$ cat config.mk
export PLATFORM = sky130hd
export DESIGN_NAME = mem_dma
export DESIGN_NICKNAME = d
export VERILOG_FILES = /design/src/rtl/mem_dma_pkg.sv /design/src/rtl/mem_dma_ptr.sv /design/src/rtl/mem_dma.sv
export SDC_FILE = /design/constraint.sdc
export NUM_CORES = 1
export LEC_CHECK = 0
export BUFFER_PORTS_ARGS = -buffer_cell sky130_fd_sc_hd__buf_2
export CORE_ASPECT_RATIO = 0.7
export CORE_MARGIN = 2
export CORE_UTILIZATION = 53
export CTS_BUF_LIST = sky130_fd_sc_hd__clkbuf_4
export CTS_CLUSTER_DIAMETER = 150
export CTS_CLUSTER_SIZE = 12
export DETAILED_ROUTE_END_ITERATION = 8
export GPL_TIMING_DRIVEN = 0
export PLACE_DENSITY = 0.83
export SLEW_MARGIN = 10
export SYNTH_ARGS = -nofsm -noshare
export SYNTH_HDL_FRONTEND = slang
export SYNTH_SLANG_ARGS = --single-unit
export TNS_END_PERCENT = 100
$ cat constraint.sdc
create_clock -name CLK -period 2.2 [get_ports CLK]
set_input_delay 0.44 -clock CLK [delete_from_list [all_inputs] [get_ports CLK]]
set_output_delay 0.44 -clock CLK [all_outputs]
set_load 0.01 [all_outputs]
$ cat src/rtl/mem_dma_pkg.sv
// mem_dma_pkg: shared state encoding, mode constants and width defaults for mem_dma
package mem_dma_pkg;
    localparam int ADDR_W_DEF = 16;
    localparam int DATA_W_DEF = 8;
    localparam logic MODE_COPY = 1'b0;
    localparam logic MODE_FILL = 1'b1;
    typedef enum logic [1:0] {IDLE, RD, WR, FILL} state_t;
endpackage

$ cat src/rtl/mem_dma_ptr.sv
// mem_dma_ptr: loadable W-bit pointer that steps up (or down when DOWN=1) with wrap
module mem_dma_ptr #(
    parameter int W    = 16,
    parameter bit DOWN = 1'b0
) (
    input  logic         clk,
    input  logic         rst_n,
    input  logic         i_load,
    input  logic [W-1:0] i_val,
    input  logic         i_step,
    output logic [W-1:0] o_q
);
    logic [W-1:0] r_q;
    // load wins over step; arithmetic wraps naturally at W bits
    always_ff @(posedge clk or negedge rst_n)
        if (!rst_n) r_q <= '0;
        else if (i_load) r_q <= i_val;
        else if (i_step) r_q <= DOWN ? r_q - 1'b1 : r_q + 1'b1;
    assign o_q = r_q;
endmodule

$ cat src/rtl/mem_dma.sv
// mem_dma: block copy/fill bus initiator for a synchronous single-port memory.
// Optional running byte checksum of written data: define MEM_DMA_CHECKSUM_EN.
module mem_dma
    import mem_dma_pkg::*;
#(
    parameter int ADDR_W = ADDR_W_DEF,
    parameter int DATA_W = DATA_W_DEF
) (
    input  logic              CLK,
    input  logic              RESET_N,
    input  logic              Start,
    input  logic              Mode,
    input  logic [ADDR_W-1:0] SrcAddr,
    input  logic [ADDR_W-1:0] DstAddr,
    input  logic [ADDR_W-1:0] Length,
    input  logic [DATA_W-1:0] FillData,
    input  logic              Abort,
    output logic              Busy,
    output logic              Done,
    output logic [ADDR_W-1:0] Remaining,
    output logic              MemWE,
    output logic [ADDR_W-1:0] MemAddress,
    output logic [DATA_W-1:0] MemWData,
    input  logic [DATA_W-1:0] MemRData
`ifdef MEM_DMA_CHECKSUM_EN
    ,
    output logic [DATA_W-1:0] Checksum
`endif
);
    state_t            r_state;
    logic              r_done;
    logic [DATA_W-1:0] r_fill;
    logic              w_accept;
    logic              w_wr;
    logic              w_last;
    logic [ADDR_W-1:0] w_src;
    logic [ADDR_W-1:0] w_dst;
    logic [ADDR_W-1:0] w_rem;

    assign w_accept = (r_state == IDLE) && Start;
    assign w_wr     = (r_state == WR) || (r_state == FILL);
    assign w_last   = (w_rem == ADDR_W'(1));

    mem_dma_ptr #(.W(ADDR_W), .DOWN(1'b0)) u_src (
        .clk(CLK), .rst_n(RESET_N), .i_load(w_accept), .i_val(SrcAddr),
        .i_step(r_state == WR), .o_q(w_src)
    );
    mem_dma_ptr #(.W(ADDR_W), .DOWN(1'b0)) u_dst (
        .clk(CLK), .rst_n(RESET_N), .i_load(w_accept), .i_val(DstAddr),
        .i_step(w_wr), .o_q(w_dst)
    );
    mem_dma_ptr #(.W(ADDR_W), .DOWN(1'b1)) u_rem (
        .clk(CLK), .rst_n(RESET_N), .i_load(w_accept), .i_val(Length),
        .i_step(w_wr), .o_q(w_rem)
    );

    // transfer sequencing; Abort overrides completion so no Done follows an abort
    always_ff @(posedge CLK or negedge RESET_N) begin
        if (!RESET_N) begin
            r_state <= IDLE;
            r_done  <= 1'b0;
            r_fill  <= '0;
        end else begin
            r_done <= 1'b0;
            case (r_state)
                IDLE: if (Start) begin
                    r_fill <= FillData;
                    if (Length == '0) r_done <= 1'b1;
                    else r_state <= (Mode == MODE_FILL) ? FILL : RD;
                end
                RD: r_state <= Abort ? IDLE : WR;
                WR: begin
                    r_state <= (Abort || w_last) ? IDLE : RD;
                    r_done  <= !Abort && w_last;
                end
                FILL: begin
                    r_state <= (Abort || w_last) ? IDLE : FILL;
                    r_done  <= !Abort && w_last;
                end
                default: r_state <= IDLE;
            endcase
        end
    end

    assign Busy       = (r_state != IDLE);
    assign Done       = r_done;
    assign Remaining  = w_rem;
    assign MemWE      = w_wr;
    assign MemAddress = (r_state == RD) ? w_src : (w_wr ? w_dst : '0);
    // copy data flows straight from the memory's held DataOut to its DataIn
    assign MemWData   = (r_state == WR) ? MemRData : ((r_state == FILL) ? r_fill : '0);

`ifdef MEM_DMA_CHECKSUM_EN
    logic [DATA_W-1:0] r_sum;
    // modular sum of every byte written since the last accepted Start
    always_ff @(posedge CLK or negedge RESET_N)
        if (!RESET_N) r_sum <= '0;
        else if (w_accept) r_sum <= '0;
        else if (w_wr) r_sum <= r_sum + MemWData;
    assign Checksum = r_sum;
`endif
endmodule

# --- Yosys cells after proc, flatten, opt, wreduce, memory -nomap -nowiden ---
# Index checks and enable logic that the tools add are counted.
totals:
  reg_bits: 59
  out_inout_bits: 43
  rom_bits: 0
  ram_bits: 0
  inputBits: 69
  latchBits: 0
  wordCells: 48
  n_memories: 0
classes:
  reduce_logical: 13
  multipliers: 0
  n_lt_le_gt_ge: 0
  div_mod_pow: 0
  n_addsub: 3
  shift: 0
  bitwise: 0
  muxes: 20
  eq_ne: 6
ops:
  columns: ["cell", "count"]
  rows:
  - ["$mux 16", 8]
  - ["$add 16x1->16 const B", 2]
  - ["$eq 16x1->1 const B", 1]
  - ["$logic_not 16->1", 1]
  - ["$mux 8", 2]
  - ["$sub 16x1->16 const B", 1]
  - ["$mux 2", 5]
  - ["$pmux 2 s4", 1]
  - ["$reduce_bool 2->1", 3]
  - ["$eq 2x2->1 const B", 2]
  - ["$ne 2x2->1 const B", 2]
  - ["$reduce_and 2->1", 2]
  - ["$mux 1", 3]
  - ["$eq 2x1->1 const B", 1]
  - ["$logic_and 1x1->1", 2]
  - ["$logic_not 2->1", 1]
  - ["$logic_or 1x1->1", 2]
  - ["$pmux 1 s2", 1]
  - ["$reduce_or 2->1", 1]
  - ["$logic_not 1->1", 1]

# --- Depth between registers and ports, before layout ---
# Gate-level depths: netlist (run 1).
logic_depth:
  ltp_word: 4
  mapped_depth: 6

# --- Hierarchy ---
# Synthesis (run 1) repeated with hierarchy kept, for this count alone.
hier_totals:
  hier_cells: 372
  hier_area_um2: 3654.8
modules_own_cells:
  columns: ["mod", "cells_per_inst", "area_each_um2", "seq_area_each_um2", "instances"]
  rows:
  - ["mem_dma_ptr (u_dst ...)", 99, 943.4, 400.4, 2]
  - ["mem_dma_ptr (u_rem)", 91, 893.4, 400.4, 1]
  - ["mem_dma", 83, 874.6, 275.3, 1]

# --- Least setup slack after synthesis (run 1) ---
# OpenSTA, ideal clock, no wires.
synth_timing:
  path_type: "flip-flop to flip-flop"
  start: "register u_rem.r_q[8], in the netlist u_rem.o_q[8]"
  end: "register u_rem.r_q[14], in the netlist u_rem.o_q[14]"
  slack_ns: 0.377
  arrival_time_ns: 1.686
  synth_period_minus_slack_ns: 1.823
  path_buffers: 0
  stages_incl_launch_ff: 5
  path_cell_list: "dfrtp_1 or4_4 or3_4 o311ai_2 o211ai_1"
synth_via:
  elab_chain_cells: 3
synth_lines:
  columns: ["item", "line", "source"]
  rows:
  - ["start, declared", "mem_dma_ptr.sv:13", "logic [W-1:0] r_q;"]
  - ["start signal, assigned", "mem_dma_ptr.sv:17", "else if (i_load) r_q <= i_val;"]
  - ["start signal, assigned", "mem_dma_ptr.sv:18", "else if (i_step) r_q <= DOWN ? r_q - 1'b1 : r_q + 1'b1;"]
  - ["$sub 16x1->16", "mem_dma_ptr.sv:18", null]
  - ["$mux 16", "mem_dma_ptr.sv:18", null]
  - ["$mux 16", "mem_dma_ptr.sv:17", null]
# Every way passes these cells. The select of a mux whose other input is x is not followed.
# A chain may end at the register's enable or synchronous reset.

# --- Worst setup path after layout (run 1) ---
layout_timing:
  start: "register r_state[1]"
  end: "output port MemAddress[11]"
layout_via:
  elab_chain_cells: 4
  elab_cells_between_ends: 6
  classes_between: "eq/ne (3); mux (2); reduce/logical (1)"
layout_lines:
  columns: ["item", "line", "source"]
  rows:
  - ["start, declared", "mem_dma.sv:30", "state_t r_state;"]
  - ["start signal, assigned", "mem_dma.sv:69", "else r_state <= (Mode == MODE_FILL) ? FILL : RD;"]
  - ["start signal, assigned", "mem_dma.sv:71", "RD: r_state <= Abort ? IDLE : WR;"]
  - ["start signal, assigned", "mem_dma.sv:73", "r_state <= (Abort || w_last) ? IDLE : RD;"]
  - ["$eq 2x2->1", "mem_dma.sv:41", "assign w_wr = (r_state == WR) || (r_state == FILL);"]
  - ["$logic_or 1x1->1", "mem_dma.sv:41", null]
  - ["$mux 16", "mem_dma.sv:89", "assign MemAddress = (r_state == RD) ? w_src : (w_wr ? w_dst : '0);"]
  - ["$mux 16 *", "mem_dma.sv:89", null]
  - ["end, declared", "mem_dma.sv:22", "output logic [ADDR_W-1:0] MemAddress,"]
# Every way passes the cells marked *; elsewhere a longest branch is shown, timed or not.

==> out/qor.csv, run 1 <==
stage,metric,value,unit
status,status,"complete, no violations",
global_routing,pin count of the biggest net entering global routing,60,
place,# port buffers,111,
logic_synthesis,ranking of synthesized cells by area,"dfrtp_1 (42%), nand2_1 (8.7%), nor2_1 (3.9%), xnor2_1 (3.8%), o21ai_0 (3.3%)",
pwr,Clk pwr share,12.7,%
clock_tree,CTS H-Tree Depth,3,
global_routing,GR Overflow Total,0,
route,Via density,6.078,
pwr,Gate power share,45.0,%
logic_synthesis,syn avg cell area,8.586,µm²
pwr,P_sw,2339,µW
die,io pins,112,
flow_run,Max Cap Violations,0,
logic_synthesis,top-count cell post-synth,nand2_1,
logic_synthesis,Synth top area share,42.25,%
clock_tree,Worst-path clk slew,0.11,ns
logic_synthesis,Post-synth top cells,"nand2_1 (81), dfrtp_1 (59), nor2_1 (36)",
pwr,Overall Power,5116,µW
clock_tree,clock buffer depth,2,
logic_synthesis,post-synthesis sequential area ratio,42.25,%
clock_tree,Root Buffer,clkbuf_4,
route,Routed Antenna Nets,0,
logic_synthesis,Post-Syn Area,3495,µm²
sta,RSZ-0062 raised after global routing,false,
setup_path,Worst Setup End Kind,output pin,
cells_and_area,final-stage net count,607,
sta,"Slew Viols, Final",0,
global_routing,initial antenna violation count,0,
logic_synthesis,Ys Warns,0,
sta,Slew Limit Headroom,49.30,%
logic_synthesis,Syn Nets,480,
die,Die Footprint,7269,µm²
clock_tree,clk sinks,59,
place,post-placement cell count,596,
logic_synthesis,Yosys top cell by area,dfrtp_1,
route,WL final,11.16,mm
pwr,Max IR drop VDD,0.4588,mV
cells_and_area,diodes inserted,0,
clock_tree,TritonCTS clock tree,done,
place,GP Congestion,0.9174,
sta,worst-margin pin slew,0.7605,ns
sta,Clock Skew,0.01476,ns
sta,min Tclk post-route,2.137,ns
cells_and_area,fin util,68.95,%
place,DP Worst Slack,-0.2365,ns
pwr,Net Sw Frac,45.73,%
logic_synthesis,synthesized flop and latch total,59,
pwr,sequential share of power,42.3,%
sta,Final Setup Violations,0,
sta,Final Cycle Share,97.12,%
cells_and_area,layout cells sized above 1,29.00,%
die,Core Rows,24,
die,die span in x,101.1,µm
route,DR DRC count,0,
pwr,Pleak,0.001981,µW
die,total core area,6306,µm²
cells_and_area,area grow syn2layout,24.42,%
route,via count,3744,
cells_and_area,Non-Filler Instances,616,
route,Pre-Repair DR Iteration Count,5,
sta,fmax,468.0,MHz
global_routing,first-pass GRT wire length,17.86,mm
setup_path,Required @ worst endpoint,1.76,ns
sta,Final Hold Viols,0,
logic_synthesis,commonest register cell after synthesis,dfrtp_1,
clock_tree,Num CTS Buffers,9,
logic_synthesis,Yosys cell types,52,
place,Post-DP Area,4150,µm²
die,initial core utilization,55.42,%
clock_tree,latest clock arrival within the worst-skew pair,0.42,ns
route,Avg WL per Cell,18.12,µm
cells_and_area,final instance area,4348,µm²
pwr,Pwr per Cell Area,1177,nW/µm²
logic_synthesis,number of flops mapped to enable cells by yosys,0,
place,hpwl dp,8.076,mm
logic_synthesis,ys async rst share,100.0,%
die,die height,71.94,µm
sta,Final WS setup,0.06330,ns
setup_path,crit-path max FO,10,
global_routing,Overall Global Routing Usage,31.84,%
logic_synthesis,Mapped Cells,407,
setup_path,crit path DAT,1.70,ns
pwr,Power Internal,2776,µW
route,initial DRC count,353,
setup_path,crit start category,flop,
cells_and_area,fill count,531,
global_routing,vias in the first global route,3572,
setup_path,crit path kind,flop to output pin,
min_path,worst hold path type,input pin to asynchronous set/reset pin,
==> area by class of cell <==
class / instances / area (µm²) / area share, %
Buffer: 23 / 138.9 / 3.194
Timing Repair Buffer: 117 / 603.1 / 13.87
Clock inverter: 4 / 18.77 / 0.4317
Clock buffer: 11 / 82.58 / 1.899
Inverter: 8 / 37.54 / 0.8633
Multi-Input combinational cell: 316 / 1892 / 43.51
Sequential cell: 59 / 1478 / 33.99
Tap cell: 78 / 97.59 / 2.245
==> cell families (layout without fill, tap and decap cells) <==
| logic type | after synthesis | in the layout | synth area share (%) |
|---|---|---|---|
| mux | 8 | 8 | 2.292 |
| flops | 59 | 59 | 42.25 |
| xor+xnor | 19 | 19 | 4.762 |
| simple gates | 196 | 196 | 27.43 |
| fa+ha+maj | 4 | 4 | 1.432 |
| buf+inv | 32 | 163 | 3.831 |
| compound gates | 89 | 89 | 18.01 |
==> final timing paths <==
check,startpoint,to,slack [ns],depth (start not counted)
worst max-delay path,r_state[1],MemAddress[11],0.06,5
worst min-delay path,RESET_N,u_rem.o_q[3],0.07,1
worst max register to register,r_state[1],u_src.o_q[15],0.08,6
worst min register to register,r_fill[3],r_fill[3],0.49,2
max in group asynchronous,RESET_N,r_state[1],1.57,1
min in group CLK,FillData[2],r_fill[2],0.21,3
==> placed cells by master (no fill, tap or decap), types with 5 or more instances in the layout <==
cell      instances
nor2_1           35
clkbuf_4         12
o311ai_0          5
nor4_1           11
o211ai_1         15
dfrtp_1          58
nand2_1          81
a22oi_1           6
nor3_1           13
a21oi_1           6
nand4_1          12
inv_1             6
buf_4             8
mux2i_1           8
a22o_1           11
clkbuf_1         12
buf_2           113
o21ai_0          20
nand3_1          17
xnor2_1          15
==> worst max-delay path, stage by stage, from the launching register on <==
cell and delay, ns:
dfrtp_2 0.43, buf_6 0.16, clkbuf_8 0.17, buf_6 0.15
a22o_1 0.22, buf_2 0.14
==> through the flow <==
| stage | setup TNS [ns] | hold WS, ns |
|---|---|---|
| after floorplan | 0 | 0.1444 |
| after global placement | -1.378 | 0.4597 |
| after detailed placement | -1.966 | 0.4663 |
| after CTS | 0 | 0.1052 |
| after global routing | 0 | 0.1353 |
| final | 0 | 0.07151 |
==> per-layer routing <==
metal	track usage [%]	vias up	wire, µm
li1	-	1746	-
met1	44.86	1780	4797
met2	48.27	201	5036
met3	9.056	17	1187
met4	9.459	0	139
met5	0	-	0
==> what timing repair did <==
| item | CTS | global route |
|---|---|---|
| gates resized for setup | 20 | 9 |
| endpoints found under the setup margin | 26 | 14 |
| buffers inserted | 4 | 2 |
| hold buffers | 0 | 0 |
| pin swaps | 0 | 1 |
==> registers in the layout (all words and copies together), names as in the netlist <==
| register | count |
|---|---|
| u_dst.o_q | 16 |
| u_rem.o_q | 16 |
| u_src.o_q | 16 |
| r_fill | 8 |
| r_state | 2 |
| Done | 1 |
==> power groups by stage <==
| stage | logic [µW] | clock network (µW) | registers, µW |
|---|---|---|---|
| 6_report | 2300 | 647 | 2160 |
| 5_1_grt | 2540 | 681 | 2220 |
| 4_1_cts | 2270 | 640 | 2130 |
| 3_5_place_dp | 2190 | 0 | 2150 |
| 3_3_place_gp | 2100 | 0 | 2110 |
| 2_1_floorplan | 1410 | 0 | 2040 |
No activity file was read; power rests on OpenSTA's default activity.
==> inputs of run 2 (changes only) <==
--- a/config.mk
+++ b/config.mk
@@ -6,7 +6,6 @@
 export NUM_CORES = 1
 export LEC_CHECK = 0
 export BUFFER_PORTS_ARGS = -buffer_cell sky130_fd_sc_hd__buf_2
-export CORE_ASPECT_RATIO = 0.7
 export CORE_MARGIN = 2
 export CORE_UTILIZATION = 53
 export CTS_BUF_LIST = sky130_fd_sc_hd__clkbuf_4
==> run 2 against run 1 <==
Compared with the run above:
- register-to-register slack worse by 0.03 ns
- combinational power is 2% higher
- final cell count is 0.49% higher
==> out/qor.csv, run 2 (synthesis results as in run 1) <==
stage,metric,value,unit,change
route,Pre-Repair DR Iteration Count,5,,unchanged
cells_and_area,"commonest non-fill, non-tap cell in the layout",buf_2,,
place,post-placement cell count,595,,-0.17%
die,die span in x,85.20,µm,-16%
global_routing,vias in the first global route,3773,,+5.6%
pwr,Pwr per Cell Area,1166,nW/µm²,-0.93%
pwr,Pleak,0.001992,µW,+0.54%
place,DP Worst Slack,-0.2095,ns,+0.02708 ns
die,Core Rows,29,,+21%
global_routing,pin count of the biggest net entering global routing,60,,unchanged
clock_tree,Num CTS Buffers,9,,unchanged
route,Avg WL per Cell,17.67,µm,-2.5%
sta,Final Setup Violations,0,,unchanged
min_path,worst hold path type,input pin to asynchronous set/reset pin,,
route,DR DRC count,0,,unchanged
clock_tree,TritonCTS clock tree,done,,
route,Routed Antenna Nets,0,,unchanged
global_routing,first-pass GRT wire length,17.63,mm,-1.3%
sta,fmax,466.1,MHz,-0.40%
cells_and_area,diodes inserted,0,,unchanged
place,GP Congestion,0.9172,,about the same
flow_run,Max Cap Violations,0,,unchanged
sta,setup TNS,0,ns,unchanged
setup_path,crit start category,flop,,
cells_and_area,final-stage net count,611,,+0.66%
clock_tree,CTS Hold Bufs,0,,unchanged
route,Via density,6.279,,+3.3%
die,Die Footprint,7259,µm²,-0.14%
global_routing,initial antenna violation count,0,,unchanged
cells_and_area,layout cells sized above 1,28.97,%,-0.029 points
place,hpwl dp,7.771,mm,-3.8%
pwr,Max IR drop VDD,0.6395,mV,+39%
cells_and_area,area grow syn2layout,25.03,%,
die,total core area,6350,µm²,+0.69%
cells_and_area,fin util,68.81,%,-0.14 points
sta,Clock Skew,0.01326,ns,-0.001500 ns
clock_tree,clk sinks,59,,unchanged
sta,"Slew Viols, Final",0,,unchanged
cells_and_area,fill count,530,,-0.19%
global_routing,GR Overflow Total,0,,unchanged
setup_path,Required @ worst endpoint,2.48,ns,+0.72 ns
sta,Final Cycle Share,97.51,%,+0.39 points
cells_and_area,register area,1478,µm²,unchanged
clock_tree,clock buffer depth,2,,unchanged
setup_path,crit-path max FO,10,,unchanged
sta,worst-margin pin slew,0.7700,ns,+0.009462 ns
clock_tree,Root Buffer,clkbuf_4,,
sta,RSZ-0062 raised after global routing,true,,
route,via count,3887,,+3.8%
clock_tree,latest clock arrival within the worst-skew pair,0.42,ns,about the same
die,io pins,112,,unchanged
sta,Slew Limit Headroom,48.67,%,-0.63 points
sta,Final WS setup,0.05472,ns,-0.008582 ns
setup_path,crit path DAT,2.42,ns,+0.72 ns
sta,min Tclk post-route,2.145,ns,+0.008582 ns
die,initial core utilization,55.03,%,-0.38 points
setup_path,Worst Setup End Kind,flop,,
global_routing,Overall Global Routing Usage,30.69,%,-1.2 points
cells_and_area,Non-Filler Instances,619,,+0.49%
cells_and_area,"leading cell types in the layout, fill and taps excluded","buf_2 (113), nand2_1 (81), dfrtp_1 (58), nor2_1 (35), o21ai_0 (20)",,
status,status,"complete, no violations",,
clock_tree,CTS H-Tree Depth,3,,unchanged
place,# port buffers,111,,unchanged
die,die height,85.20,µm,+18%
setup_path,crit path kind,flop to flop,,
cells_and_area,final instance area,4369,µm²,+0.49%
sta,Final Hold Viols,0,,unchanged
place,Post-DP Area,4149,µm²,about the same
route,WL final,10.94,mm,-2.0%
route,initial DRC count,332,,-5.9%
clock_tree,Worst-path clk slew,0.10,ns,about the same
cells_and_area,multi-input combinational cell area,1892,µm²,unchanged
==> run 2: final timing paths <==
path	from	endpoint	slack, ns	depth (start not counted)
setup / recovery	r_state[1]	u_dst.o_q[6]	0.05	6
hold reg to reg	r_fill[7]	r_fill[7]	0.49	2
min in group CLK	FillData[1]	r_fill[1]	0.22	3
max in group asynchronous	RESET_N	r_state[1]	1.56	1
setup reg to reg	r_state[1]	u_dst.o_q[6]	0.05	6
hold / removal	RESET_N	u_src.o_q[15]	0.09	1
==> run 2: cell type report <==
type                    count  share of cell area (%)
repair buffers            121                   14.49
inverters                   8                  0.8591
clock buffers              10                   1.718
flip-flops and latches     59                   33.82
multi-input cells         316                   43.30
well taps                  77                   2.205
plain buffers              23                   3.121
clock inverters             5                  0.4868
==> run 2: repair_timing <==
item                                    4_1_cts  5_1_grt
endpoints found under the setup margin       25       20
gates cloned                                  0        0
pin swaps                                     0        1
resized for setup                            17       10
setup buffers                                 3        7
==> run 2: report_power, final <==
part	internal, µW	switching [µW]
logic	1020	1310
clock network	224	397
registers	1540	601
total	2780	2310
==> run 2: worst max-delay path: stages (launching register included) <==
cell	delay (ns)
dfrtp_2	0.43
buf_4	0.17
or3b_2	0.51
clkbuf_1	0.32
clkbuf_2	0.33
nor2_1	0.19
a21oi_1	0.06
==> run 2: layer usage <==
layer	up-vias	routed length, µm	track usage (%)
met5	-	0	0
met4	0	380	16.74
met3	46	1101	6.031
met2	255	4924	48.01
met1	1834	4530	40.13
li1	1752	-	-
==> run 2: through the flow <==
stage / power, µW / hold slack [ns]
after floorplan: 3456 / 0.1444
after CTS: 4983 / 0.1189
after detailed placement: 4315 / 0.4622
after global placement: 4213 / 0.4578
after global routing: 5432 / 0.1350
final: 5093 / 0.08934
